==> src/rtl/expon_poly_fx_if.sv <==
// ---------------------------------------------------------------------------
// expon_poly_fx_if
// Handshake bundle for the fixed-point e^x evaluator.
//   start   : request, sampled only while the evaluator is idle
//   x_in    : signed Q(W-FRAC).FRAC argument, latched on acceptance
//   busy    : evaluation in flight
//   done    : one-cycle completion pulse
//   exp_out : signed Q(W-FRAC).FRAC result, held until the next completion
//   ovf     : saturation occurred in the last evaluation, held with exp_out
// master drives the request side, slave is the evaluator.
// ---------------------------------------------------------------------------
interface expon_poly_fx_if #(
    parameter int W = 32
);
    logic                start;
    logic signed [W-1:0] x_in;
    logic                busy;
    logic                done;
    logic signed [W-1:0] exp_out;
    logic                ovf;

    modport master (
        output start, x_in,
        input  busy, done, exp_out, ovf
    );

    modport slave (
        input  start, x_in,
        output busy, done, exp_out, ovf
    );
endinterface

==> src/rtl/expon_poly_fx.sv <==
// ---------------------------------------------------------------------------
// expon_poly_fx
// Fixed-point e^x by Horner evaluation of the truncated Taylor series,
// one shared W x W multiplier, two cycles per term.
//   clk : rising-edge clock
//   res : asynchronous active-low reset
//   bus : expon_poly_fx_if slave (start/x_in in, busy/done/exp_out/ovf out)
// Latency from the accepting edge to done is 2*(N_TERMS-1) cycles.
// ---------------------------------------------------------------------------
module expon_poly_fx #(
    parameter int W       = 32,
    parameter int FRAC    = 24,
    parameter int N_TERMS = 8
) (
    input logic             clk,
    input logic             res,
    expon_poly_fx_if.slave  bus
);
    localparam int KW    = $clog2(N_TERMS);
    localparam int TAB_N = 1 << KW;

    localparam logic signed [W-1:0]   ONE   = W'(longint'(1) <<< FRAC);
    localparam logic signed [W-1:0]   MAXV  = {1'b0, {(W-1){1'b1}}};
    localparam logic signed [2*W-1:0] ONE2  = {{W{1'b0}}, ONE};
    localparam logic signed [2*W-1:0] MAXV2 = {{(W+1){1'b0}}, {(W-1){1'b1}}};
    localparam logic signed [2*W-1:0] MINV2 = {{(W+1){1'b1}}, {(W-1){1'b0}}};

    typedef enum logic [1:0] {IDLE, MUL, ACC} state_t;

    // Reciprocal 1/k in Q.FRAC, rounded to nearest; evaluated only at
    // elaboration so no divider is built.
    function automatic logic signed [W-1:0] r_coef(input int k);
        longint num;
        if (k == 0) return '0;
        num = (longint'(1) <<< FRAC) + longint'(k / 2);
        return W'(num / longint'(k));
    endfunction

    // Clamp a shifted product into the signed W-bit range; MSB flags a clamp.
    function automatic logic [W:0] sat_p(input logic signed [2*W-1:0] v);
        if (v > MAXV2) return {1'b1, MAXV};
        if (v < MINV2) return {1'b1, 1'b1, {(W-1){1'b0}}};
        return {1'b0, v[W-1:0]};
    endfunction

    // Accumulator is a value of e^x, so it never goes below zero.
    function automatic logic [W:0] sat_acc(input logic signed [2*W-1:0] v);
        if (v < 0)     return {1'b1, {W{1'b0}}};
        if (v > MAXV2) return {1'b1, MAXV};
        return {1'b0, v[W-1:0]};
    endfunction

    logic signed [W-1:0] r_tab [TAB_N];

    for (genvar g = 0; g < TAB_N; g++) begin : g_rtab
        assign r_tab[g] = r_coef(g);
    end

    state_t              state_q;
    logic signed [W-1:0] x_q;
    logic signed [W-1:0] p_q;
    logic signed [W-1:0] acc_q;
    logic [KW-1:0]       k_q;
    logic                sticky_q;
    logic                busy_q;
    logic                done_q;
    logic signed [W-1:0] exp_q;
    logic                ovf_q;

    logic signed [W-1:0]   op_a;
    logic signed [W-1:0]   op_b;
    logic signed [2*W-1:0] a_ext;
    logic signed [2*W-1:0] b_ext;
    logic signed [2*W-1:0] prod_sh;
    logic signed [2*W-1:0] sum_d;
    logic signed [W-1:0]   p_d;
    logic signed [W-1:0]   acc_d;
    logic                  p_ovf;
    logic                  acc_ovf;

    // One multiplier: x*acc in MUL, p*R[k] in ACC.
    always_comb begin
        op_a = p_q;
        op_b = r_tab[k_q];
        if (state_q == MUL) begin
            op_a = x_q;
            op_b = acc_q;
        end
    end

    assign a_ext   = {{W{op_a[W-1]}}, op_a};
    assign b_ext   = {{W{op_b[W-1]}}, op_b};
    assign prod_sh = (a_ext * b_ext) >>> FRAC;
    assign sum_d   = ONE2 + prod_sh;

    assign {p_ovf, p_d}     = sat_p(prod_sh);
    assign {acc_ovf, acc_d} = sat_acc(sum_d);

    // Control and result registers.
    always_ff @(posedge clk or negedge res) begin
        if (!res) begin
            state_q  <= IDLE;
            acc_q    <= '0;
            k_q      <= '0;
            sticky_q <= 1'b0;
            busy_q   <= 1'b0;
            done_q   <= 1'b0;
            exp_q    <= '0;
            ovf_q    <= 1'b0;
        end else begin
            done_q <= 1'b0;
            case (state_q)
                IDLE: begin
                    if (bus.start) begin
                        acc_q    <= ONE;
                        k_q      <= KW'(N_TERMS - 1);
                        sticky_q <= 1'b0;
                        busy_q   <= 1'b1;
                        state_q  <= MUL;
                    end
                end
                MUL: begin
                    if (p_ovf) sticky_q <= 1'b1;
                    state_q <= ACC;
                end
                ACC: begin
                    acc_q    <= acc_d;
                    sticky_q <= sticky_q | acc_ovf;
                    if (k_q == KW'(1)) begin
                        exp_q   <= acc_d;
                        ovf_q   <= sticky_q | acc_ovf;
                        done_q  <= 1'b1;
                        busy_q  <= 1'b0;
                        state_q <= IDLE;
                    end else begin
                        k_q     <= k_q - KW'(1);
                        state_q <= MUL;
                    end
                end
                default: state_q <= IDLE;
            endcase
        end
    end

    // Datapath operands need no reset: they are always written before use.
    always_ff @(posedge clk) begin
        if (state_q == IDLE && bus.start) x_q <= bus.x_in;
        if (state_q == MUL)               p_q <= p_d;
    end

    assign bus.busy    = busy_q;
    assign bus.done    = done_q;
    assign bus.exp_out = exp_q;
    assign bus.ovf     = ovf_q;
endmodule

==> src/flat_wrapper.sv <==
// flat-port wrapper written by rule: the top's interface ports become plain ports
module expon_poly_fx_flat 
#(
    parameter int W       = 32,
    parameter int FRAC    = 24,
    parameter int N_TERMS = 8
)
  (clk, res, bus_start, bus_x_in, bus_busy, bus_done, bus_exp_out, bus_ovf);
  expon_poly_fx_if #(.W(W)) bus_i ();
  input logic clk;
  input logic res;
  input wire logic [$bits(bus_i.start)-1:0] bus_start;
  input wire logic [$bits(bus_i.x_in)-1:0] bus_x_in;
  output wire logic [$bits(bus_i.busy)-1:0] bus_busy;
  output wire logic [$bits(bus_i.done)-1:0] bus_done;
  output wire logic [$bits(bus_i.exp_out)-1:0] bus_exp_out;
  output wire logic [$bits(bus_i.ovf)-1:0] bus_ovf;
  assign bus_i.start = bus_start;
  assign bus_i.x_in = bus_x_in;
  assign bus_busy = bus_i.busy;
  assign bus_done = bus_i.done;
  assign bus_exp_out = bus_i.exp_out;
  assign bus_ovf = bus_i.ovf;
  expon_poly_fx #(.W(W), .FRAC(FRAC), .N_TERMS(N_TERMS)) u_core (.clk(clk), .res(res), .bus(bus_i));
endmodule
==> config.mk <==
export PLATFORM = sky130hd
export DESIGN_NAME = expon_poly_fx_flat
export DESIGN_NICKNAME = d
export VERILOG_FILES = /design/src/rtl/expon_poly_fx_if.sv /design/src/rtl/expon_poly_fx.sv /design/src/flat_wrapper.sv
export SDC_FILE = /design/constraint.sdc
export NUM_CORES = 2
export LEC_CHECK = 0
export CAP_MARGIN = 20
export CORE_MARGIN = 2
export CORE_UTILIZATION = 45
export DETAILED_ROUTE_END_ITERATION = 7
export SETUP_SLACK_MARGIN = 0.4
export SLEW_MARGIN = 20
export SYNTH_ARGS = -nofsm -noshare
export SYNTH_HDL_FRONTEND = slang
export SYNTH_SLANG_ARGS = --single-unit
==> constraint.sdc <==
create_clock -name clk -period 32 [get_ports clk]
set_input_delay 9.6 -clock clk [delete_from_list [all_inputs] [get_ports clk]]
set_output_delay 9.6 -clock clk [all_outputs]
set_load 0.03 [all_outputs]
==> summary.md <==
| Metric | Value |
|---|---|
| Core footprint | 93200 um2 |
| Num CTS Buffers | 17 |
| Met1 Use GR | 0.393 |
| GRT overflow | 0 |
| RR Startpoint | u_core.state_q[1]$_DFFE_PN0P_ |
| Synth cell count leaders | 1081 x fa_1, 1007 x inv_1, 686 x nor2_1, 489 x nand2_1, 194 x clkbuf_1 |
| Final Hold Viols | 0 |
| Final Setup Violations | 0 |
| Worst Reg2Reg Path Length in Cells | 29 |
| # port buffers | 69 |
| Number of synthesized register bits | 137 |
| Die area | 96300 um2 |
| Area grow syn2layout | 6.96% |
| Crit path DAT | 13.39 ns |
| Post-Syn Nets | 5890 |
| Post-route DRC violation count | 0 |
| Synth Area per Inst | 9.21 um2 |
| Yosys top cell area share | 0.513 |
| Vias/cell | 5.67 |
| Met3 GRT Util | 0.0680 |
| Hold path cells | 1 |
| Drt total wl | 148000 um |
| Clock Latency Late Sink | 0.49 ns |
| Global Route Usage Sum | 0.321 |
| Yosys cell types | 83 |
| GR peak layer | met2 |
| Die W | 310 um |
| Post-CTS Hold Buffers | 0 |
| RSZ-0062 raised after global routing | no |
| Area occupied by registers | 3750 um2 |
| Most used cell, CP | fa_1 |
| Post-synth EDFFs | 64 |
| Worst EP required | 32.39 ns |
| Largest net degree at the start of global routing | 74 |
| Max_slew headroom | 0.188 |
| Worst path bufs/invs | 6 |
| Critical R2R Capture | u_core.bus.exp_out[5]$_DFFE_PN0P_ |
| Max-cap violations | 0 |
| Most frequent cell after synthesis | fa_1 |
| Post-DP HPWL | 120000 um |
| Setup crit end kind | flop |
| Final Slew Violations | 0 |
| R2R setup slack | 19.00 ns |
| DRT iter0 DRCs | 2970 |
| FP Rows | 112 |
| Antenna violations before repair | 0 |
| Initial core utilization | 0.453 |
| Setup TNS | 0 ns |
| Share of post-route cells with drive strength above 1 | 0.0519 |
| Post-layout min period | 13.00 ns |
| Synth Flop Type | dfrtp_1 |
| Vias in the first global route | 34700 |
| Max clock buf depth | 2 |
| Worst-Margin Slew | 1.21 ns |
| Area of the multi-input gates | 34100 um2 |
| Critical Path Start Type | flop |
| Reg clk slew, reported paths | 0.07 ns |
| IO Pins | 70 |
| CTS tree | built |
| Worst Hold Class | flop to flop |
| Fill cells | 8855 |
| Post-synthesis sequential area ratio | 0.0888 |
| Max FO, Critical Path | 46 |
| Synth area leaders | fa_1 51%, inv_1 9.0%, nor2_1 6.1% |
| H-tree depth | 4 |
| Hold Path Sink | u_core.bus.exp_out[31]$_DFFE_PN0P_ |
| Met2 Track Usage GR | 0.522 |
| Post-CTS Resized | 0 |
| Area leader, netlist | fa_1 |
| Clk root buf | clkbuf_16 |
| Hold wc startpoint | u_core.bus.exp_out[31]$_DFFE_PN0P_ |
| Synthesized cell area | 42200 um2 |
| Initial DRT Pass Iterations | 6 |
| Routability Congestion | 1.01 |
| ANT nets after route | 0 |
| Final Skew | 0.0162 ns |
| Ys Warns | 0 |
| CP max-delay cell | fa_1 |
| WS Path Type | flop to flop |
| Avg WL per Cell | 25.5 um |
| CP top delay family | adder cells |
| Critical Path Max Stage Delay | 1.10 ns |
| Final Cycle Share | 0.406 |
| Global-route wire length before repair | 222000 um |
| Ys async rst share | 0.533 |
| Cells after Synth | 4582 |
| Maximum clock frequency | 76.9 MHz |
| Postcts setup bufs | 0 |
| Via count | 32900 |
| Clock Sinks | 137 |
| Status | complete, no violations |
| Layout Nets | 5846 |
| Die Y | 310 um |
layer usage:
metal | part of all wire | vias up
li1 | - | 13600
met1 | 0.37 | 17200
met2 | 0.47 | 1577
met3 | 0.086 | 461
met4 | 0.075 | 0
met5 | 0 | -
cells by family (layout without fill, tap and decap cells):
kind of cell / count (synthesis) / after routing / synth area share
AND/OR/NAND/NOR: 1372 / 1372 / 0.135
adder cells (fa/ha/maj): 1273 / 1273 / 0.570
buffers and inverters: 1223 / 1192 / 0.110
AO/OA/AOI/OAI: 458 / 458 / 0.0681
flip-flops: 137 / 137 / 0.0888
multiplexers: 67 / 67 / 0.0172
XOR/XNOR: 52 / 52 / 0.0111
other: 0 / 1 / 0
state kept, by name (all words and copies together) (netlist names), 2 cells and up:
signal / cells
u_core.acc_q: 32
u_core.bus.exp_out: 32
u_core.p_q: 32
u_core.x_q: 32
u_core.k_q: 3
u_core.state_q: 2
metrics by stage:
step                hold WS (ns)  setup slack [ns]  cells  area [um2]  utilization
finish                     0.499             19.00   5806       45100        0.484
global route               0.578             18.27   5805       45100        0.484
CTS                        0.510             19.12   5805       45100        0.484
detailed placement         0.492             19.15   5773       44500        0.478
global placement           0.472             19.38   5772       44500        0.478
floorplan                  0.454             20.67   4582       42200            -
layout by cell type, fill, tap and decap left out, drive strengths merged, types with 11 or more instances in the layout:
master / instances
nand2b: 19
a211oi: 13
dfrtp: 73
a21oi: 113
a21o: 15
clkbuf: 19
xor2: 16
ha: 192
o21a: 11
xnor2: 35
clkdlybuf4s50: 68
nand3: 11
mux2: 33
or2: 20
nor3: 20
and3: 34
nor2: 686
nand4: 20
a31oi: 29
edfxtp: 64
o21ai: 165
o211ai: 14
and2: 17
o2bb2a: 12
fa: 1081
a22oi: 22
buf: 85
or3: 13
nor4: 14
mux2i: 34
inv: 1016
nand2: 490
final cells by class:
type	instances	share of cell area
repair buffers	153	0.0292
clock buffers	19	0.0101
well taps	1254	0.0348
flip-flops and latches	137	0.0830
clock inverters	13	0.00330
multi-input cells	3222	0.756
diodes	1	0.0000554
inverters	1007	0.0837
worst max-delay path by stage:
stage / end / start / cells after the start
after CTS: u_core.bus.exp_out[5]$_DFFE_PN0P_ / u_core.state_q[1]$_DFFE_PN0P_ / 29
final: u_core.bus.exp_out[5]$_DFFE_PN0P_ / u_core.state_q[1]$_DFFE_PN0P_ / 29
after global routing: u_core.bus.exp_out[7]$_DFFE_PN0P_ / u_core.state_q[1]$_DFFE_PN0P_ / 29
after global placement: u_core.bus.exp_out[5]$_DFFE_PN0P_ / u_core.state_q[1]$_DFFE_PN0P_ / 30
after floorplan: u_core.acc_q[19]$_DFFE_PN0P_ / bus_start / 5
after detailed placement: u_core.bus.exp_out[5]$_DFFE_PN0P_ / u_core.state_q[1]$_DFFE_PN0P_ / 29
Power is not shown: default switching activity piles up to over one toggle a cycle in this logic, so the estimate is an artifact.
